[src/rtl/asip_stream_pkg.sv]
// Shared types and constants for the result stream reader.
package asip_stream_pkg;

  // Transfer sequencing states
  typedef enum logic [2:0] {
    IDLE,
    READ,
    WAIT,
    SEND_HI,
    SEND_LO,
    DONE
  } stream_state_t;

  localparam int unsigned BYTE_W         = 8;
  localparam int unsigned BYTES_PER_WORD = 2;

endpackage : asip_stream_pkg

[src/rtl/result_stream_reader_if.sv]
// Memory read port plus outbound byte stream, bundled for the reader.
interface result_stream_reader_if
  import asip_stream_pkg::*;
#(
  parameter int registerSize = 16,
  parameter int addrWidth    = 16
) ();

  logic                    memRdEn;
  logic [addrWidth-1:0]    memAddr;
  logic [registerSize-1:0] memRdData;
  logic                    outValid;
  logic                    outReady;
  logic [BYTE_W-1:0]       outData;

  // Reader side: drives the read strobe/address and the byte stream
  modport master (
    output memRdEn, memAddr, outValid, outData,
    input  memRdData, outReady
  );

  // Memory/sink side
  modport slave (
    input  memRdEn, memAddr, outValid, outData,
    output memRdData, outReady
  );

endinterface : result_stream_reader_if

[src/rtl/result_stream_reader_serializer.sv]
// Holds one memory word and presents it as two bytes, MSB first.
module word_byte_serializer
  import asip_stream_pkg::*;
#(
  parameter int unsigned WORD_W = BYTE_W * BYTES_PER_WORD
) (
  input  logic              clk,
  input  logic              rst,
  input  logic              load,
  input  logic [WORD_W-1:0] word_in,
  input  logic              emit_hi,
  input  logic              emit_lo,
  input  logic              out_ready,
  output logic              out_valid,
  output logic [BYTE_W-1:0] out_data,
  output logic              out_fire
);

  localparam int unsigned HI_LSB = (BYTES_PER_WORD - 1) * BYTE_W;

  logic [WORD_W-1:0] word_q, word_d;

  // Capture the read data only on the cycle it is valid
  always_comb begin
    word_d = word_q;
    if (load) word_d = word_in;
  end

  // Word register
  always_ff @(posedge clk or posedge rst) begin
    // NOTE: clocked state uses <= so every flop samples pre-edge values.
    if (rst) word_q <= '0;
    else     word_q <= word_d;
  end

  // Byte select: high byte, then low byte; zero when nothing is offered
  always_comb begin
    // NOTE: default first so no path leaves out_data unassigned (no latch).
    out_data = '0;
    if (emit_hi)      out_data = word_q[HI_LSB +: BYTE_W];
    else if (emit_lo) out_data = word_q[BYTE_W-1:0];
  end

  assign out_valid = emit_hi | emit_lo;
  assign out_fire  = out_valid & out_ready;

endmodule : word_byte_serializer

[src/rtl/result_stream_reader.sv]
// Reads a run of words from data memory and streams them out byte-wise.
module result_stream_reader
  import asip_stream_pkg::*;
#(
  parameter int registerSize = 16,
  parameter int addrWidth    = 16,
  parameter int lenWidth     = 16
) (
  input  logic                  clk,
  input  logic                  rst,
  input  logic                  start,
  input  logic [addrWidth-1:0]  baseAddr,
  input  logic [lenWidth-1:0]   lenWords,
  result_stream_reader_if.master bus,
  output logic                  busy,
  output logic                  done
);

  stream_state_t         state_q, state_d;
  logic [addrWidth-1:0]  addr_q, addr_d;
  logic [addrWidth-1:0]  mem_addr_q, mem_addr_d;
  logic [lenWidth-1:0]   rem_q, rem_d;
  logic [registerSize-1:0] rd_word;
  logic                  out_fire;

  // Next-state and counter updates
  always_comb begin
    state_d = state_q;
    addr_d  = addr_q;
    rem_d   = rem_q;
    unique case (state_q)
      IDLE: begin
        if (start) begin
          addr_d  = baseAddr;
          rem_d   = lenWords;
          state_d = (lenWords == '0) ? DONE : READ;
        end
      end
      READ:    state_d = WAIT;
      WAIT:    state_d = SEND_HI;
      SEND_HI: if (out_fire) state_d = SEND_LO;
      SEND_LO: begin
        if (out_fire) begin
          // Address wraps naturally at the counter width
          addr_d  = addr_q + 1'b1;
          rem_d   = rem_q - 1'b1;
          state_d = (rem_q == lenWidth'(1)) ? DONE : READ;
        end
      end
      DONE:    state_d = IDLE;
      default: state_d = IDLE;
    endcase
  end

  // memAddr is loaded on entry to READ and otherwise holds its last value
  always_comb begin
    mem_addr_d = mem_addr_q;
    if (state_d == READ) mem_addr_d = addr_d;
  end

  // State, counters and address register
  always_ff @(posedge clk or posedge rst) begin
    if (rst) begin
      state_q    <= IDLE;
      addr_q     <= '0;
      rem_q      <= '0;
      mem_addr_q <= '0;
    end else begin
      state_q    <= state_d;
      addr_q     <= addr_d;
      rem_q      <= rem_d;
      mem_addr_q <= mem_addr_d;
    end
  end

  assign rd_word     = bus.memRdData;
  assign bus.memRdEn = (state_q == READ);
  assign bus.memAddr = mem_addr_q;
  assign busy        = (state_q != IDLE);
  assign done        = (state_q == DONE);

  word_byte_serializer #(
    .WORD_W (registerSize)
  ) u_serializer (
    .clk       (clk),
    .rst       (rst),
    .load      (state_q == WAIT),
    .word_in   (rd_word),
    .emit_hi   (state_q == SEND_HI),
    .emit_lo   (state_q == SEND_LO),
    .out_ready (bus.outReady),
    .out_valid (bus.outValid),
    .out_data  (bus.outData),
    .out_fire  (out_fire)
  );

endmodule : result_stream_reader

[src/flat_wrapper.sv]
// flat-port wrapper written by rule: the top's interface ports become plain ports
module result_stream_reader_flat import asip_stream_pkg::*;
#(
  parameter int registerSize = 16,
  parameter int addrWidth    = 16,
  parameter int lenWidth     = 16
)
  (clk, rst, start, baseAddr, lenWords, busy, done, bus_memRdEn, bus_memAddr, bus_outValid, bus_outData, bus_memRdData, bus_outReady);
  result_stream_reader_if #(.registerSize(registerSize), .addrWidth(addrWidth)) bus_i ();
  input  logic clk;
  input  logic rst;
  input  logic start;
  input  logic [addrWidth-1:0] baseAddr;
  input  logic [lenWidth-1:0] lenWords;
  output logic busy;
  output logic done;
  output wire logic [$bits(bus_i.memRdEn)-1:0] bus_memRdEn;
  output wire logic [$bits(bus_i.memAddr)-1:0] bus_memAddr;
  output wire logic [$bits(bus_i.outValid)-1:0] bus_outValid;
  output wire logic [$bits(bus_i.outData)-1:0] bus_outData;
  input wire logic [$bits(bus_i.memRdData)-1:0] bus_memRdData;
  input wire logic [$bits(bus_i.outReady)-1:0] bus_outReady;
  assign bus_memRdEn = bus_i.memRdEn;
  assign bus_memAddr = bus_i.memAddr;
  assign bus_outValid = bus_i.outValid;
  assign bus_outData = bus_i.outData;
  assign bus_i.memRdData = bus_memRdData;
  assign bus_i.outReady = bus_outReady;
  result_stream_reader #(.registerSize(registerSize), .addrWidth(addrWidth), .lenWidth(lenWidth)) u_core (.clk(clk), .rst(rst), .start(start), .baseAddr(baseAddr), .lenWords(lenWords), .bus(bus_i), .busy(busy), .done(done));
endmodule
[config.mk]
export PLATFORM = sky130hd
export DESIGN_NAME = result_stream_reader_flat
export DESIGN_NICKNAME = d
export VERILOG_FILES = /design/src/rtl/asip_stream_pkg.sv /design/src/rtl/result_stream_reader_if.sv /design/src/rtl/result_stream_reader_serializer.sv /design/src/rtl/result_stream_reader.sv /design/src/flat_wrapper.sv
export SDC_FILE = /design/constraint.sdc
export NUM_CORES = 1
export LEC_CHECK = 0
export ABC_AREA = 1
export CAP_MARGIN = 20
export CORE_MARGIN = 2
export CORE_UTILIZATION = 30
export DETAILED_ROUTE_END_ITERATION = 16
export PLACE_DENSITY = 0.5
export SETUP_SLACK_MARGIN = 0.2
export SLEW_MARGIN = 20
export SYNTH_ARGS = -nofsm -noshare
export SYNTH_HDL_FRONTEND = slang
export SYNTH_HIERARCHICAL = 1
export SYNTH_SLANG_ARGS = --single-unit
[constraint.sdc]
create_clock -name clk -period 5.9 [get_ports clk]
set_input_delay 1.18 -clock clk [delete_from_list [all_inputs] [get_ports clk]]
set_output_delay 1.18 -clock clk [all_outputs]
set_load 0.02 [all_outputs]
==> qor.yml, run 1 <==
reg2reg_from: "u_core/state_q[1]$_DFF_PP0_"
drc: 0
synth_area_per_cell_um2: 7.26
clock_latency_ns: 0.33
clock_tree.root_cell: "clkbuf_16"
clock-sinks: 67
crit_path_start: "u_core/state_q[1]$_DFF_PP0_"
drt_wl_total_um: 10700
status: "finished, final reports clean"
drt_iter0_drc: 224
design.die.area_um2: 13800
synth_cells: 532
worst_slew_pin_slew_ns: 0.687
postCtsSetupRepairBufs: 0
syn2layout_area_growth_pct: 32.0
die_h_um: 117
r2r_slack_ns: 2.82
max_freq_ghz: 0.264
ys_top_cells_by_area: "dfrtp_1 43%, nand2_1 18%, nand3_1 6.5%"
p_per_area_nw_per_um2: 479
first_pass_iters: 4
setup_viol: 0
power.leakage_nw: 2.33
cts_hold_buf: 0
ys_seq_area_frac: 0.434
coreArea_um2: 12600
clkTransAtPathRegs_ns: 0.06
worstPathRequired_ns: 4.72
postCtsResizedCells: 0
fillers: 1318
cp_max_fo: 36
startpoint_type: "flip-flop"
worstHoldStart: "u_core/bus.memAddr[0]$_DFFE_PP0N_"
dpl.hpwl_um: 7610
criticalPathCategory: "flip-flop to output port"
core.rowCount: 41
antenna_found_initial: 0
die_x_um: 117
synthTopCellsByCount: "184 x nand2_1, 67 x dfrtp_1, 55 x inv_1, 50 x nand3_1, 46 x nor2_1"
hold_violations: 0
cp-end-kind: "output port"
ys_warn_count: 6
syn-num-nets: 587
grt_pass1_vias: 3644
gp_congestion: 0.855
fin_skew_ns: 0.00705
maxCapViolations: 0
start_util: 0.307
pin_count: 80
slew_viol_final: 0
diodes: 0
cp.arrival_ns: 2.61
hold_class: "flip-flop to flip-flop"
rsz0062_at_grt: "false"
design_area_um2: 5090
vias_per_cell: 4.61
max-vdd-ir-drop_v: 0.000233
synthFlopType: "dfrtp_1"
yosysTopAreaCell: "dfrtp_1"
synth.distinct_cells: 37
slew_headroom: 0.542
synth_edf_count: 0
finalWorstPathRequiredPeriod_ns: 3.79
placed_area_um2: 4760
fin_util: 0.405
synthesis.area_um2: 3860
grt_first_pass_wirelength_um: 18200
yosysMostFrequentCell: "nand2_1"
cts_buffer_depth: 2
io_buffers: 79
grt_overflow: 0
synthArstFlopShare: 1.00
yosysTopAreaCellShare: 0.434
grt_use_total: 0.163
min_path_cells: 2
routedWlPerCell_um: 13.6
ff2ff_path_depth: 11
tns_ns: 0
min_period_over_period: 0.642
vias: 3617
ys_ff_latch: 67
nets: 662
cts_tree: "yes"
grt_max_degree: 52
cts.htree.levels: 3
drive_gt1_frac: 0.0572
numCtsBuffers: 9
ant_nets: 0
[placed cells by master, fill, tap and decap left out, types with 3 or more instances in the layout]
cell,netlist,layout
o21ai_0,35,35
dfrtp_1,67,67
nor2_1,46,46
o22ai_1,4,4
nor2_4,3,3
nand2_1,184,184
nand3_1,50,50
inv_1,55,54
nor3_1,7,6
inv_2,2,3
a21oi_1,11,11
o21ai_2,3,3
clkbuf_16,0,9
ha_1,3,3
clkdlybuf4s50_1,0,79
nand4_1,5,5
nand3b_1,5,5
o211ai_1,7,7
a22oi_1,5,5
[worst max-delay path: stages, from the launching register on]
cell,delay (ns)
dfrtp_1,0.44
nor2_4,0.24
nand2_4,0.21
inv_2,0.53
nand3_1,0.14
nand2_1,0.08
clkdlybuf4s50_1,0.61
[worst paths after layout]
| kind | end |
|---|---|
| max in group asynchronous | u_core/bus.memAddr[0]$_DFFE_PP0N_ |
| worst min register to register | u_core/bus.memAddr[0]$_DFFE_PP0N_ |
| worst max-delay path | bus_outData[7] |
| worst min-delay path | u_core/bus.memAddr[0]$_DFFE_PP0N_ |
| min in group asynchronous | u_core/u_serializer/word_q[12]$_DFFE_PP0P_ |
| worst max register to register | u_core/bus.memAddr[11]$_DFFE_PP0N_ |
[kinds of logic (layout without fill, tap and decap cells)]
logic type                 count (synthesis)  after routing  share of synthesized area
and+or+nand+nor                          308            308                      0.343
AOI/OAI and AO/OA                         75             75                      0.116
buffers and inverters                     75            155                     0.0885
xor gates and xnor gates                   4              4                    0.00908
DFF                                       67             67                      0.434
adders and majority gates                  3              3                    0.00973
[layout make-up]
cell class                 instances  area, µm²  share of cell area
clock buffer                      12        256              0.0504
clock inverter                     4       72.6              0.0142
inverter                          58        220              0.0432
multi-input combinational        390       1850               0.363
sequential                        67       1680               0.329
tap                              172        215              0.0422
timing repair buffer              81        806               0.158
[metal layers]
| layer | track usage | share of wire | vias to the layer above |
|---|---|---|---|
| li1 | - | - | 1869 |
| met1 | 0.212 | 0.47 | 1653 |
| met2 | 0.261 | 0.46 | 88 |
| met3 | 0.0559 | 0.063 | 7 |
| met4 | 0.0377 | 0.011 | 0 |
| met5 | 0 | 0 | - |
[power by group]
part | switching, W | total (W) | leakage [nW] | internal (W)
Combinational | 0.000611 | 0.000999 | 1.33 | 0.000388
Clock | 0.000204 | 0.000596 | 0.159 | 0.000392
Sequential | 0.000176 | 0.000842 | 0.842 | 0.000667
[registers in the layout, summed over array words and instances (netlist names)]
| name | count |
|---|---|
| u_core/addr_q | 16 |
| u_core/bus.memAddr | 16 |
| u_core/rem_q | 16 |
| u_core/u_serializer/word_q | 16 |
| u_core/state_q | 3 |
[metrics by stage]
stage                     hold WS [ns]  instances  setup slack (ns)  total power, W
after floorplan                  0.474        532              3.27         0.00152
after global placement           0.454        768              2.50         0.00184
after detailed placement         0.463        768              2.44         0.00185
after CTS                        0.477        784              2.07         0.00247
after global routing             0.493        784              1.90         0.00265
final                            0.469        784              2.11         0.00244
Power figures use the tool's default switching activity.
==> run 2, diff against run 1 <==
Clock period 5.9 ns to 3.6 ns, I/O delays scaled along.
==> run 2 against run 1 <==
Compared with the run above: combinational power rose by 66%; critical endpoint is now bus_outData[0]; utilization fell by 0.47 points; via count fell by 0.30%; sequential share of layout area rose by 0.38 points; total power rose by 57%; worst hold slack improved by 0.0012 ns; clock-buffer cell count rose by 1.
==> qor.yml, run 2 (synthesis gave the netlist of run 1 again) <==
cts_buffer_depth: 2
fillers: 1320
max_freq_ghz: 0.316
vias: 3606
worstPathRequired_ns: 2.88
drive_gt1_frac: 0.0554
setup_ws_ns: 0.434
nets: 664
maxCapViolations: 0
tns_ns: 0
core.rowCount: 41
ant_nets: 0
slew_viol_final: 0
startpoint_type: "flip-flop"
cpPeakStageDelay_ns: 0.54
mostFrequentLayoutCells: "184 x nand2_1, 79 x clkdlybuf4s50_1, 67 x dfrtp_1"
dpl.hpwl_um: 7970
numCtsBuffers: 9
min_period_over_period: 0.879
final_common_cell: "nand2_1"
gp_congestion: 0.835
start_util: 0.307
io_buffers: 79
cp-end-kind: "output port"
coreArea_um2: 12600
drc: 0
drt_wl_total_um: 10800
first_pass_iters: 4
power.leakage_nw: 2.31
grt_overflow: 0
ff2ff_path_depth: 11
clkTransAtPathRegs_ns: 0.06
vias_per_cell: 4.59
clock_latency_ns: 0.33
die_h_um: 117
path_delay_family: "buffers and inverters"
r2r_slack_ns: 0.82
pin_count: 80
grt_use_total: 0.162
rsz0062_at_grt: "false"
crit_chain: "inv_1, nand3_1, inv_1, inv_1, nand3_1, nand2_1, clkdlybuf4s50_1"
endpoint: "bus_outData[0]"
path_buf_inv: 4
clock_tree.root_cell: "clkbuf_16"
antenna_found_initial: 0
status: "finished, final reports clean"
reg2reg_from: "u_core/state_q[1]$_DFF_PP0_"
p_per_area_nw_per_um2: 759
r2r_end: "u_core/bus.memAddr[10]$_DFFE_PP0N_"
setup_viol: 0
cp.arrival_ns: 2.45
slew_headroom: 0.575
cp_max_fo: 12
slowest_stage: "clkdlybuf4s50_1"
design.die.area_um2: 13800
finalWorstPathRequiredPeriod_ns: 3.17
hold_violations: 0
routedWlPerCell_um: 13.7
cts_tree: "yes"
cts_hold_buf: 0
max-vdd-ir-drop_v: 0.000279
diodes: 0
cp_common_cell: "inv_1"
dp.cells: 770
crit_path_start: "u_core/state_q[2]$_DFF_PP0_"
critical_path_depth: 7
grt_first_pass_wirelength_um: 18200
drt_iter0_drc: 200
criticalPathCategory: "flip-flop to output port"
dp_slack_ns: 0.767
postCtsSetupRepairBufs: 0
layoutNonFillerInstCount: 786
grt_max_degree: 35
worst_slew_pin_slew_ns: 0.637
clock-sinks: 67
postCtsResizedCells: 0
syn2layout_area_growth_pct: 30.4
hold_class: "flip-flop to flip-flop"
die_x_um: 117
grt_pass1_vias: 3638
cts.htree.levels: 3
fin_skew_ns: 0.00423
-- run 2: changes by cell type in the layout (fill, tap and decap cells not counted), sizes merged --
cell and change:
bufinv -2, clkinv +2, clkinvlp -1, buf +2
clkbuf +1
-- run 2: routing by layer --
layer  global-route usage  up-vias  routed length [µm]
li1                     -     1860                   -
met1                0.225     1649                5300
met2                0.242       89                4660
met3               0.0554        8                 751
met4               0.0399        0                  89
met5                    0        -                   0
-- run 2: worst min-delay path, stage by stage (launching register included) --
cell and delay [ns]:
dfrtp_1 0.34, nand2_1 0.05, nand2_1 0.05
-- run 2: power by group --
group / total, W / internal [W] / switching (W)
logic: 0.00166 / 0.000640 / 0.00102
registers: 0.00138 / 0.00109 / 0.000291
clock network: 0.000779 / 0.000463 / 0.000316
total: 0.00382 / 0.00220 / 0.00162
-- run 2: area by class of cell --
| cell class | instances | area [µm²] | share of cell area |
|---|---|---|---|
| inverter | 58 | 220 | 0.0437 |
| clock buffer | 13 | 240 | 0.0477 |
| clock inverter | 3 | 15.0 | 0.00298 |
| multi-input combinational | 390 | 1850 | 0.367 |
| sequential | 67 | 1680 | 0.333 |
| timing repair buffer | 83 | 821 | 0.163 |
| tap | 172 | 215 | 0.0427 |
-- run 2: worst min-delay path by stage --
stage,from,endpoint,slack (ns),cells after the start
global placement,u_core/bus.memAddr[4]$_DFFE_PP0N_,u_core/bus.memAddr[4]$_DFFE_PP0N_,0.46,2
CTS,u_core/bus.memAddr[0]$_DFFE_PP0N_,u_core/bus.memAddr[0]$_DFFE_PP0N_,0.48,2
finish,u_core/bus.memAddr[4]$_DFFE_PP0N_,u_core/bus.memAddr[4]$_DFFE_PP0N_,0.47,2
detailed placement,u_core/bus.memAddr[0]$_DFFE_PP0N_,u_core/bus.memAddr[0]$_DFFE_PP0N_,0.46,2
global route,u_core/bus.memAddr[11]$_DFFE_PP0N_,u_core/bus.memAddr[11]$_DFFE_PP0N_,0.49,2
floorplan,u_core/rem_q[7]$_DFFE_PP0P_,u_core/rem_q[7]$_DFFE_PP0P_,0.47,1
-- run 2: stage by stage --
| step | total power, W | utilization | area (µm²) | hold WS, ns |
|---|---|---|---|---|
| global placement | 0.00303 | 0.380 | 4780 | 0.457 |
| floorplan | 0.00249 | - | 3860 | 0.474 |
| global route | 0.00415 | 0.401 | 5030 | 0.487 |
| finish | 0.00382 | 0.401 | 5030 | 0.471 |
| detailed placement | 0.00305 | 0.380 | 4780 | 0.464 |
| CTS | 0.00386 | 0.401 | 5030 | 0.477 |
==> run 3, diff against run 2 <==
Settings changed: SLEW_MARGIN 20 to unset.
==> results of run 3 <==
No change in the layout: final DEF, timing and power equal those of run 2.
